$ cat src/rtl/mem_arbiter.sv
// Two-port (fetch / data) arbiter onto a single downstream memory port.
// One transaction outstanding at a time, round-robin on ties, with a response timeout.
module mem_arbiter #(
  parameter int TIMEOUT = 255
) (
  input  logic        clk,
  input  logic        rst_n,
  input  logic        mem_i_rd_w,
  input  logic [31:0] mem_i_pc_w,
  output logic        mem_i_accept_w,
  output logic        mem_i_valid_w,
  output logic        mem_i_error_w,
  output logic [31:0] mem_i_inst_w,
  input  logic        mem_d_rd_w,
  input  logic [3:0]  mem_d_wr_w,
  input  logic [31:0] mem_d_addr_w,
  input  logic [31:0] mem_d_data_wr_w,
  input  logic [10:0] mem_d_req_tag_w,
  output logic        mem_d_accept_w,
  output logic        mem_d_ack_w,
  output logic        mem_d_error_w,
  output logic [31:0] mem_d_data_rd_w,
  output logic [10:0] mem_d_resp_tag_w,
  output logic        mem_req,
  output logic [31:0] mem_addr,
  output logic [31:0] mem_wdata,
  output logic [3:0]  mem_we,
  input  logic        mem_accept,
  input  logic        mem_ack,
  input  logic        mem_error,
  input  logic [31:0] mem_rdata
);

  typedef enum logic [1:0] {IDLE, WAIT_I, WAIT_D} state_t;

  localparam logic [7:0] TMO_LAST = 8'(TIMEOUT - 1);

  state_t      state_q, state_d;
  logic        last_d_q, last_d_d;
  logic [7:0]  cnt_q, cnt_d;
  logic [10:0] tag_q, tag_d;

  logic i_pend, d_pend, grant_i, grant_d, tmo, resp;

  always_comb begin
    i_pend  = mem_i_rd_w;
    d_pend  = mem_d_rd_w | (|mem_d_wr_w);
    // On a tie the side that did not win the previous grant goes first.
    grant_d = (state_q == IDLE) && d_pend && (!i_pend || !last_d_q);
    grant_i = (state_q == IDLE) && i_pend && !grant_d;
    tmo     = (cnt_q == TMO_LAST);
    resp    = (state_q != IDLE) && (mem_ack || tmo);
  end

  always_ff @(posedge clk or negedge rst_n) begin
    if (!rst_n) begin
      state_q  <= IDLE;
      last_d_q <= 1'b1;
      cnt_q    <= 8'd0;
      tag_q    <= 11'd0;
    end else begin
      state_q  <= state_d;
      last_d_q <= last_d_d;
      cnt_q    <= cnt_d;
      tag_q    <= tag_d;
    end
  end

  always_comb begin
    state_d  = state_q;
    last_d_d = last_d_q;
    cnt_d    = cnt_q;
    tag_d    = tag_q;
    case (state_q)
      IDLE: begin
        if ((grant_i || grant_d) && mem_accept) begin
          state_d  = grant_d ? WAIT_D : WAIT_I;
          last_d_d = grant_d;
          cnt_d    = 8'd0;
          if (grant_d) tag_d = mem_d_req_tag_w;
        end
      end
      WAIT_I, WAIT_D: begin
        if (resp) state_d = IDLE;
        else      cnt_d   = cnt_q + 8'd1;
      end
      default: state_d = IDLE;
    endcase
  end

  // Outputs are forced low while reset is held, even though they are combinational.
  always_comb begin
    mem_req          = 1'b0;
    mem_addr         = 32'd0;
    mem_wdata        = 32'd0;
    mem_we           = 4'd0;
    mem_i_accept_w   = 1'b0;
    mem_d_accept_w   = 1'b0;
    mem_i_valid_w    = 1'b0;
    mem_i_error_w    = 1'b0;
    mem_i_inst_w     = 32'd0;
    mem_d_ack_w      = 1'b0;
    mem_d_error_w    = 1'b0;
    mem_d_data_rd_w  = 32'd0;
    mem_d_resp_tag_w = 11'd0;
    if (rst_n) begin
      mem_req        = grant_i | grant_d;
      mem_i_accept_w = grant_i & mem_accept;
      mem_d_accept_w = grant_d & mem_accept;
      if (grant_d) begin
        mem_addr  = mem_d_addr_w;
        mem_wdata = mem_d_data_wr_w;
        mem_we    = mem_d_wr_w;
      end else if (grant_i) begin
        mem_addr = mem_i_pc_w;
      end
      if (resp && state_q == WAIT_I) begin
        mem_i_valid_w = 1'b1;
        mem_i_inst_w  = mem_ack ? mem_rdata : 32'd0;
        mem_i_error_w = mem_ack ? mem_error : 1'b1;
      end
      if (resp && state_q == WAIT_D) begin
        mem_d_ack_w      = 1'b1;
        mem_d_data_rd_w  = mem_ack ? mem_rdata : 32'd0;
        mem_d_error_w    = mem_ack ? mem_error : 1'b1;
        mem_d_resp_tag_w = tag_q;
      end
    end
  end

endmodule

$ cat config.mk
export PLATFORM = sky130hd
export DESIGN_NAME = mem_arbiter
export DESIGN_NICKNAME = d
export VERILOG_FILES = /design/src/rtl/mem_arbiter.sv
export SDC_FILE = /design/constraint.sdc
export NUM_CORES = 1
export LEC_CHECK = 0
export ABC_AREA = 1
export ABC_CLOCK_PERIOD_IN_PS = 2300
export CAP_MARGIN = 25
export CORE_AREA = 2 2 118 120
export CTS_BUF_LIST = sky130_fd_sc_hd__clkbuf_8
export DETAILED_ROUTE_END_ITERATION = 8
export DIE_AREA = 0 0 120 122
export PLACE_DENSITY = 0.61
export SLEW_MARGIN = 0
export SYNTH_ARGS = -nofsm -noshare
export SYNTH_HDL_FRONTEND = slang
export SYNTH_SLANG_ARGS = --single-unit
$ cat constraint.sdc
create_clock -name clk -period 2.3 [get_ports clk]
set_input_delay 0.23 -clock clk [delete_from_list [all_inputs] [get_ports clk]]
set_output_delay 0.23 -clock clk [all_outputs]
set_load 0.05 [all_outputs]
-- Word-level counts from Yosys, hierarchy flattened
Index checks and enable logic that the tools add are counted.
- latch bits: 0
- memories: 0
- register bits after elaboration: 22
- bits in writable memories: 0
- bits in read-only memories: 0
- divide/modulo/power cells: 0
- shifts and indexed selects: 0
- equality and inequality tests: 6
- multipliers: 0
- magnitude comparators: 0
- reduce and logical (&&, ||, !) cells: 23
- bitwise logic cells: 4
- $add $sub $neg: 1
- mux-type cells: 33
- operators with widths (operator ; count):
    $mux W32 ; 10
    $mux W11 ; 2
    $mux W8 ; 2
    $pmux W8 S2 ; 1
    $mux W1 ; 12
    $add A8 B1 Y8 const B ; 1
    $eq A8 B8 Y1 const B ; 1
    $logic_and A1 B1 Y1 ; 8
    $mux W4 ; 2
    $mux W2 ; 3
    $reduce_and A3 Y1 ; 2
    $ne A2 B2 Y1 const B ; 2
    $pmux W2 S2 ; 1
    $reduce_and A2 Y1 ; 2
    $reduce_bool A2 Y1 ; 2
    $reduce_or A4 Y1 ; 1
    $logic_not A1 Y1 ; 3
    $logic_or A1 B1 Y1 ; 3
    $and A1 B1 Y1 ; 2
    $eq A2 B1 Y1 const B ; 1
    $eq A2 B2 Y1 const B ; 1
    $logic_not A2 Y1 ; 1
    $ne A2 B1 Y1 const B ; 1
    $or A1 B1 Y1 ; 2
    $reduce_or A2 Y1 ; 1

-- Depth between registers and ports, before layout
Gate-level depths: netlist (run 1).
- word-level depth: 10
- gate-level depth with buffers: 11

-- Worst setup path before layout (run 1)
No wires, ideal clock.
- kind: register to output
- start: register state_q[0]
- end: output mem_i_accept_w
- data arrival time: 2.302 ns
- buffers on the path: 2
- setup slack: -0.232 ns
- stages on the path, launching flop included: 10
- cells stage by stage: dfrtp_1 -> inv_1 -> ha_1 -> inv_2 -> a21oi_1 -> nand2_1 -> inv_2 -> buf_6 -> buf_2 -> nor3_1
- word-level cells in the longest chain between the ends: 7
- RTL lines (what ; RTL line ; RTL):
    start: declaration ; 38 ; state_t state_q, state_d;
    start signal: assignment ; 62 ; state_q <= state_d;
    $logic_not A2 Y1 (*) ; 49, 50 ;
    $logic_and A1 B1 Y1 (2 in a row) ; 49 ; grant_d = (state_q == IDLE) && d_pend && (!i_pend || !last_d_q);
    $logic_not A1 Y1 ; 50 ; grant_i = (state_q == IDLE) && i_pend && !grant_d;
    $logic_and A1 B1 Y1 (*) ; 50 ;
    $and A1 B1 Y1 (*) ; 108 ; mem_i_accept_w = grant_i & mem_accept;
    $mux W1 (*) ; 106 ; if (rst_n) begin
    end: declaration ; 10 ; output logic mem_i_accept_w,
Every way passes the cells marked *; elsewhere a longest branch is shown, timed or not.

-- Worst setup path after layout (run 1)
- start: register cnt_q[0]
- end: output mem_d_data_rd_w[22]
- word-level cells in the longest chain between the ends: 6
- RTL lines (what ; RTL line ; RTL):
    start: declaration ; 40 ; logic [7:0] cnt_q, cnt_d;
    start signal: assignment ; 64 ; cnt_q <= cnt_d;
    $eq A8 B8 Y1 ; 51 ; tmo = (cnt_q == TMO_LAST);
    $logic_or A1 B1 Y1 ; 52 ; resp = (state_q != IDLE) && (mem_ack || tmo);
    $logic_and A1 B1 Y1 ; 52 ;
    $logic_and A1 B1 Y1 ; 122 ; if (resp && state_q == WAIT_D) begin
    $mux W32 ; 122 ;
    $mux W32 ; 106 ;
    end: declaration ; 22 ; output logic [31:0] mem_d_data_rd_w,
No other way between the ends.

==> summary.txt, run 1 <==
Power
  – Clock Power Share: 0.066
  – Pwr/cell area: 693 nW/um^2
  – Switch share: 0.501
  – P_int: 2.80 mW
  – Flop pwr share: 0.105
  – Pleak: 3.53 nW
  – Reported net switching power: 2.81 mW
  – Peak supply drop: 0.369 mV
  – Combinational power share: 0.829

Timing
  – Final setup viols: 0
  – Final Cycle Share: 0.950
  – Max Slew Vio Count: 0
  – Clock skew: 2.70 ps
  – Setup TNS: 0 ps
  – Max-slew headroom: 0.772
  – Hold Vio Cnt, Final: 0
  – Slew @ Worst Pin: 342 ps
  – Minimum clock period: 2190 ps
  – Max Fclk: 457 MHz

Run status
  – Status: complete, no violations

Synth
  – Post-synth top cells: nor2_1, nand2_1, inv_1, nand3_1, dfrtp_1
  – Largest family of logic cells by synthesized area: simple AND/OR/NAND/NOR gates
  – FFs w/ async S/R, synth: 1.00
  – Synthesized Nets: 633
  – Mapped Cells: 478
  – Synth Area in Simple Gates: 0.555
  – Adder-cell share of the synthesized area: 0.0244
  – Synth area leader: nor2_1
  – Synth Area in Compound Gates: 0.0469
  – Synth unique cells: 26
  – Mean Syn Cell Area: 5.36 um^2
  – Synth Area in XOR/XNOR: 0.00342
  – Post-synthesis sequential area ratio: 0.216
  – Synth Cell Area: 2560 um^2
  – Post-synth EDFFs: 0
  – Post-synth top area share: 0.207
  – Multiplexer share of the synthesized area: 0
  – #FFs+latches synth: 22
  – Top FF cell, synth: dfrtp_1
  – Top post-synthesis cells by area: nor2_1, dfrtp_1, nand2_1
  – Synth warnings: 0
  – Cell with the most instances after synthesis: nor2_1

Global routing
  – Initial antenna violation count: 0
  – Vias in the first global route: 3,836
  – First-pass GRT wire length: 20,300 um
  – GR Overflow Total: 0
  – Largest net degree at the start of global routing: 46
  – Gr usage total: 0.173

Placed design
  – GP Congestion: 0.833
  – Buffers on Ports: 299
  – Area of placed instances: 7250 um^2
  – Post-DP HPWL: 11,200 um

Floorplanning
  – Die area: 14,600 um^2
  – Die W: 120 um
  – Cell row count: 43
  – IO Pins: 300
  – Die Ht: 122 um
  – Initial Utilization: 0.190
  – Core footprint: 13,500 um^2

Clock tree
  – CTS tree: yes
  – Root Driver: clkbuf_8
  – CTS H-tree lvls: 1
  – Clock Path Buffers: 2
  – TritonCTS Buffers: 3
  – Clock latency at the later pin of the worst-skew pair: 270 ps
  – Clock sink total: 22
  – Worst-path clk slew: 90 ps

Critical path
  – Reg2reg setup slack: 530 ps
  – Max FO, Critical Path: 11
  – Bufs and invs on worst path: 4
  – Critical path endpoint category: output port
  – R2R cell count: 10
  – Largest delay share family, worst path: simple AND/OR/NAND/NOR gates
  – Top cell by count, worst path: buf_12
  – Crit start category: flop
  – RR Startpoint: state_q[0]
  – Crit path max-delay cell type: dfrtp_1
  – CP Data Required Time: 2070 ps
  – FF-to-FF End: tag_q[3]
  – WP data arrival: 1960 ps
  – Crit path depth: 11
  – Critical Path Sink: mem_d_data_rd_w[22]
  – CP max stage delay: 410 ps
  – Cell Chain, Critical Path: inv_1 -> ha_1 -> nand2_1 -> nor2_1 -> nand2_2 -> nand2_4 -> nand4_4 -> buf_12 -> buf_12 -> nor2_2 -> buf_12
  – Kind of critical path: reg -> out
  – Worst Setup SP: cnt_q[0]

Flow run
  – Max-cap viol count: 0

Min path
  – Worst hold path class: in -> async

Finish
  – P&R area growth vs syn: 216%
  – Design area: 8080 um^2
  – Layout cells sized above 1: 0.398
  – Utilization after layout: 0.599
  – NumNets Final: 939

Drt
  – First-pass detailed-route iteration total: 4
  – Vias per cell: 4.29
  – DRT Wirelength: 15,200 um
  – Iteration-0 DRC Markers: 195
  – Routed Antenna Nets: 0
  – DRC violations left: 0
  – Total number of vias: 4,131
  – Wire per inst: 15.7 um
timing repair:
item | CTS | global route
resized for setup | 6 | 144
cloned | 0 | 11
hold buffers | 1 | 0
pin swaps | 0 | 3
endpoints found under the setup margin | 30 | 147
setup buffers | 0 | 7
hold endpoints to repair | 3 | 0
layout make-up:
class	instances	area [um^2]
inverters	67	256
clock buffers	3	41.3
well taps	180	225
multi-input cells	364	2090
clock inverters	1	30.0
flip-flops and latches	22	552
diodes	1	2.50
fillers	1140	5420
repair buffers	326	4890
metal layers:
layer | vias up | track usage | share of wire
li1 | 2048 | - | -
met1 | 1908 | 0.210 | 0.39
met2 | 171 | 0.306 | 0.52
met3 | 4 | 0.0585 | 0.088
met4 | 0 | 0.0154 | 0.0043
met5 | - | 0 | 0
power by group through the flow:
stage               clock (mW)  combinational (mW)  sequential, mW
floorplan                    0                2.14           0.583
global placement             0                4.06           0.596
detailed placement           0                4.09           0.603
CTS                      0.385                4.12           0.595
global route             0.404                4.88           0.610
finish                   0.370                4.64           0.591
per-stage QoR:
step                      hold slack [ps]  setup slack (ps)  total power [mW]  std cells
final                                 372               114              5.61        964
after CTS                             413              1.45              5.09        945
after global routing                  373             -13.8              5.89        963
after floorplan                     -65.6              31.7              2.72        478
after global placement                142               169              4.66        940
after detailed placement              143               186              4.69        940
state kept, by name, indices dropped and copies added (netlist names):
signal / cells
cnt_q: 8
last_d_q: 1
state_q: 2
tag_q: 11
layout by cell type (no fill, tap or decap), types with 5 or more instances in the layout:
cell type | netlist | routed
buf_4 | 0 | 11
nor2_1 | 141 | 56
clkbuf_16 | 0 | 5
clkdlybuf4s50_1 | 0 | 148
nand3_1 | 49 | 48
a21oi_2 | 10 | 10
nor2_4 | 0 | 30
buf_6 | 3 | 5
nand2_2 | 1 | 19
nand2_1 | 136 | 117
dfrtp_1 | 21 | 21
buf_12 | 0 | 155
nor2_2 | 0 | 55
inv_1 | 65 | 63
worst min-delay path by stage:
stage / startpoint / to / slack [ps] / depth (start not counted)
floorplan: rst_n / cnt_q[0] / -70 / 0
finish: rst_n / cnt_q[5] / 370 / 2
CTS: rst_n / state_q[1] / 410 / 2
global placement: rst_n / state_q[1] / 140 / 1
global route: rst_n / cnt_q[5] / 370 / 2
detailed placement: rst_n / state_q[1] / 140 / 1
kinds of logic after synthesis:
kind of cell / Yosys count
XOR/XNOR: 1
adder cells (fa/ha/maj): 5
buffers and inverters: 94
AND/OR/NAND/NOR: 340
flip-flops: 22
AO/OA/AOI/OAI: 16
worst reg2reg max path: cells and delay by family, from the launching register on:
kind / cells / cell delay [ps]
buffers and inverters: 4 / 410
and+or+nand+nor: 3 / 500
adders and majority gates: 1 / 140
AOI/OAI and AO/OA: 2 / 180
DFF: 1 / 410
No activity file was read; power rests on OpenSTA's default activity.
==> inputs of run 2 (changes only) <==
CTS_CLUSTER_DIAMETER = 120   (was unset)
==> results of run 2 <==
No change in the layout: final DEF, timing and power equal those of run 1.
==> inputs of run 3 (changes only) <==
CORE_AREA = 3 3 115 117   (was 2 2 118 120)
DIE_AREA = 0 0 118 120   (was 0 0 120 122)
PLACE_DENSITY = 0.65   (was 0.61)
==> run 3 against run 2 <==
Maximum frequency decreased by 3.4%. Sequential share of layout area is 0.28 points higher. First-iteration DRC count rose by 31%. Cell count is 0.93% lower. Count of clock-buffer cells in the layout is the same. Sequential power about the same. Global-route usage increased by 1.8 points. Via count up 2.6%. Routed wire length is 2.6% higher. Hold slack got worse by 230 ps. Flip-flop and latch count unchanged. Critical path type unchanged. Critical endpoint is now mem_d_resp_tag_w[3]. Largest cell class unchanged.
==> summary.txt, run 3 (synthesis results as in run 1) <==
Run status
  – Status: complete, no violations

Finish
  – Non-Filler Instances: 955
  – Largest regs: tag_q: 11 flops, cnt_q: 8 flops, state_q: 2 flops
  – Max reg flops: 11
  – Multi-input logic area: 1820 um^2
  – Design area: 7760 um^2
  – Commonest non-fill, non-tap cell in the layout: buf_12
  – Fillcell total: 1,053
  – Antenna diodes: 0
  – Layout cells sized above 1: 0.346
  – NumNets Final: 939
  – Utilization after layout: 0.623
  – Commonest cells after routing, fill and taps aside: buf_12, clkdlybuf4s50_1, nand2_1
  – Biggest register: tag_q
  – P&R area growth vs syn: 203%
  – Sequential cell area: 552 um^2

Timing
  – RSZ-0062 raised after global routing: yes
  – Max-slew headroom: 0.781
  – Max Fclk: 442 MHz
  – Clock skew: 2.74 ps
  – Slew @ Worst Pin: 328 ps
  – Minimum clock period: 2260 ps
  – Max Slew Vio Count: 0
  – Final setup viols: 0
  – Setup TNS: 0 ps
  – Hold Vio Cnt, Final: 0
  – Final Cycle Share: 0.983

Global routing
  – Initial antenna violation count: 0
  – Largest net degree at the start of global routing: 38
  – First-pass GRT wire length: 22,100 um
  – GR Overflow Total: 0
  – Gr usage total: 0.191
  – Vias in the first global route: 4,226

Power
  – Pleak: 3.51 nW
  – P_int: 2.67 mW
  – Switch share: 0.503
  – Combinational power share: 0.820
  – Pwr/cell area: 690 nW/um^2
  – Reported net switching power: 2.70 mW
  – Clock Power Share: 0.069
  – Peak supply drop: 0.383 mV
  – Flop pwr share: 0.111

Clock tree
  – CTS H-tree lvls: 1
  – CTS tree: yes
  – Clock Path Buffers: 2
  – Worst-path clk slew: 80 ps
  – Root Driver: clkbuf_8
  – Clock latency at the later pin of the worst-skew pair: 270 ps
  – TritonCTS Buffers: 3
  – Clock sink total: 22

Drt
  – Iteration-0 DRC Markers: 256
  – Vias per cell: 4.44
  – DRC violations left: 0
  – Wire per inst: 16.3 um
  – First-pass detailed-route iteration total: 5
  – Total number of vias: 4,238
  – Routed Antenna Nets: 0
  – DRT Wirelength: 15,600 um

Critical path
  – Reg2reg setup slack: 440 ps
  – WP data arrival: 2030 ps
  – FF-to-FF End: cnt_q[7]
  – Crit start category: flop
  – Critical path endpoint category: output port
  – CP Data Required Time: 2070 ps
  – Kind of critical path: reg -> out
  – Max FO, Critical Path: 9
  – R2R cell count: 9
  – RR Startpoint: state_q[1]

Floorplanning
  – Die Ht: 120 um
  – Die W: 118 um
  – Cell row count: 41
  – Die area: 14,200 um^2
  – Core footprint: 12,500 um^2
  – IO Pins: 300
  – Initial Utilization: 0.205

Placed design
  – GP Congestion: 0.839
  – Area of placed instances: 7250 um^2
  – Buffers on Ports: 299
  – Placed instance count: 933
  – Post-DP HPWL: 11,900 um

Flow run
  – Max-cap viol count: 0

Min path
  – Worst hold path class: in -> async
## run 3: changes by cell type in the layout (fill, tap and decap cells not counted), moves of 3 or more
cell / change
buf_4: +6
buf_6: -3
nand2_1: +16
nand2_2: -16
nor2_1: +24
nor2_2: +3
nor2_4: -27
## run 3: power groups by stage
| stage | logic, mW | clock network, mW | registers [mW] |
|---|---|---|---|
| CTS | 4.17 | 0.371 | 0.596 |
| global placement | 4.08 | 0 | 0.593 |
| floorplan | 2.14 | 0 | 0.583 |
| finish | 4.40 | 0.371 | 0.593 |
| detailed placement | 4.12 | 0 | 0.605 |
| global route | 4.61 | 0.385 | 0.607 |
## run 3: through the flow
stage / hold WS, ps / worst slack (ps) / power (mW)
global route: 171 / -46.0 / 5.60
detailed placement: 114 / 143 / 4.73
global placement: 113 / 151 / 4.67
CTS: 160 / -12.0 / 5.14
finish: 138 / 38.1 / 5.36
floorplan: -65.6 / 31.7 / 2.72
## run 3: how the worst max path moves through the flow
stage / start / endpoint / slack [ps] / cells past startpoint
2_1_floorplan: state_q[0] / mem_wdata[10] / 30 / 10
3_3_place_gp: mem_d_wr_w[0] / mem_addr[23] / 150 / 10
3_5_place_dp: mem_d_wr_w[0] / mem_addr[23] / 140 / 10
4_1_cts: cnt_q[0] / mem_i_inst_w[3] / -10 / 10
5_1_grt: cnt_q[0] / mem_d_resp_tag_w[3] / -50 / 11
6_report: cnt_q[0] / mem_d_resp_tag_w[3] / 40 / 11
## run 3: timing repair
item | 4_1_cts | 5_1_grt
hold buffers | 1 | 0
setup endpoints to repair | 74 | 147
resized for setup | 5 | 71
cloned | 0 | 6
setup buffers | 3 | 8
endpoints found under the hold margin | 1 | 0
pin swaps | 0 | 4
## run 3: final cells by class
| cell class | instances | area share |
|---|---|---|
| clock buffer | 3 | 0.00532 |
| clock inverter | 1 | 0.00387 |
| inverter | 67 | 0.0327 |
| multi-input combinational | 362 | 0.235 |
| sequential | 22 | 0.0711 |
| tap | 172 | 0.0277 |
| timing repair buffer | 328 | 0.625 |
## run 3: metal layers
layer  global-route usage  vias up  share of wire
met3               0.0547       16          0.081
met1                0.220     1946           0.38
met5                    0        -              0
met4               0.0249        0          0.013
met2                0.358      233           0.53
li1                     -     2043              -
## run 3: worst max-delay path: stages (launching register included)
cell and delay, ps:
dfrtp_1 420, inv_2 80, ha_4 120, nand2_1 60, nor2_2 120, nand2_2 100, nand2_4 110, nand4_4 90
buf_12 170, buf_4 140, nor2_1 180, buf_12 170
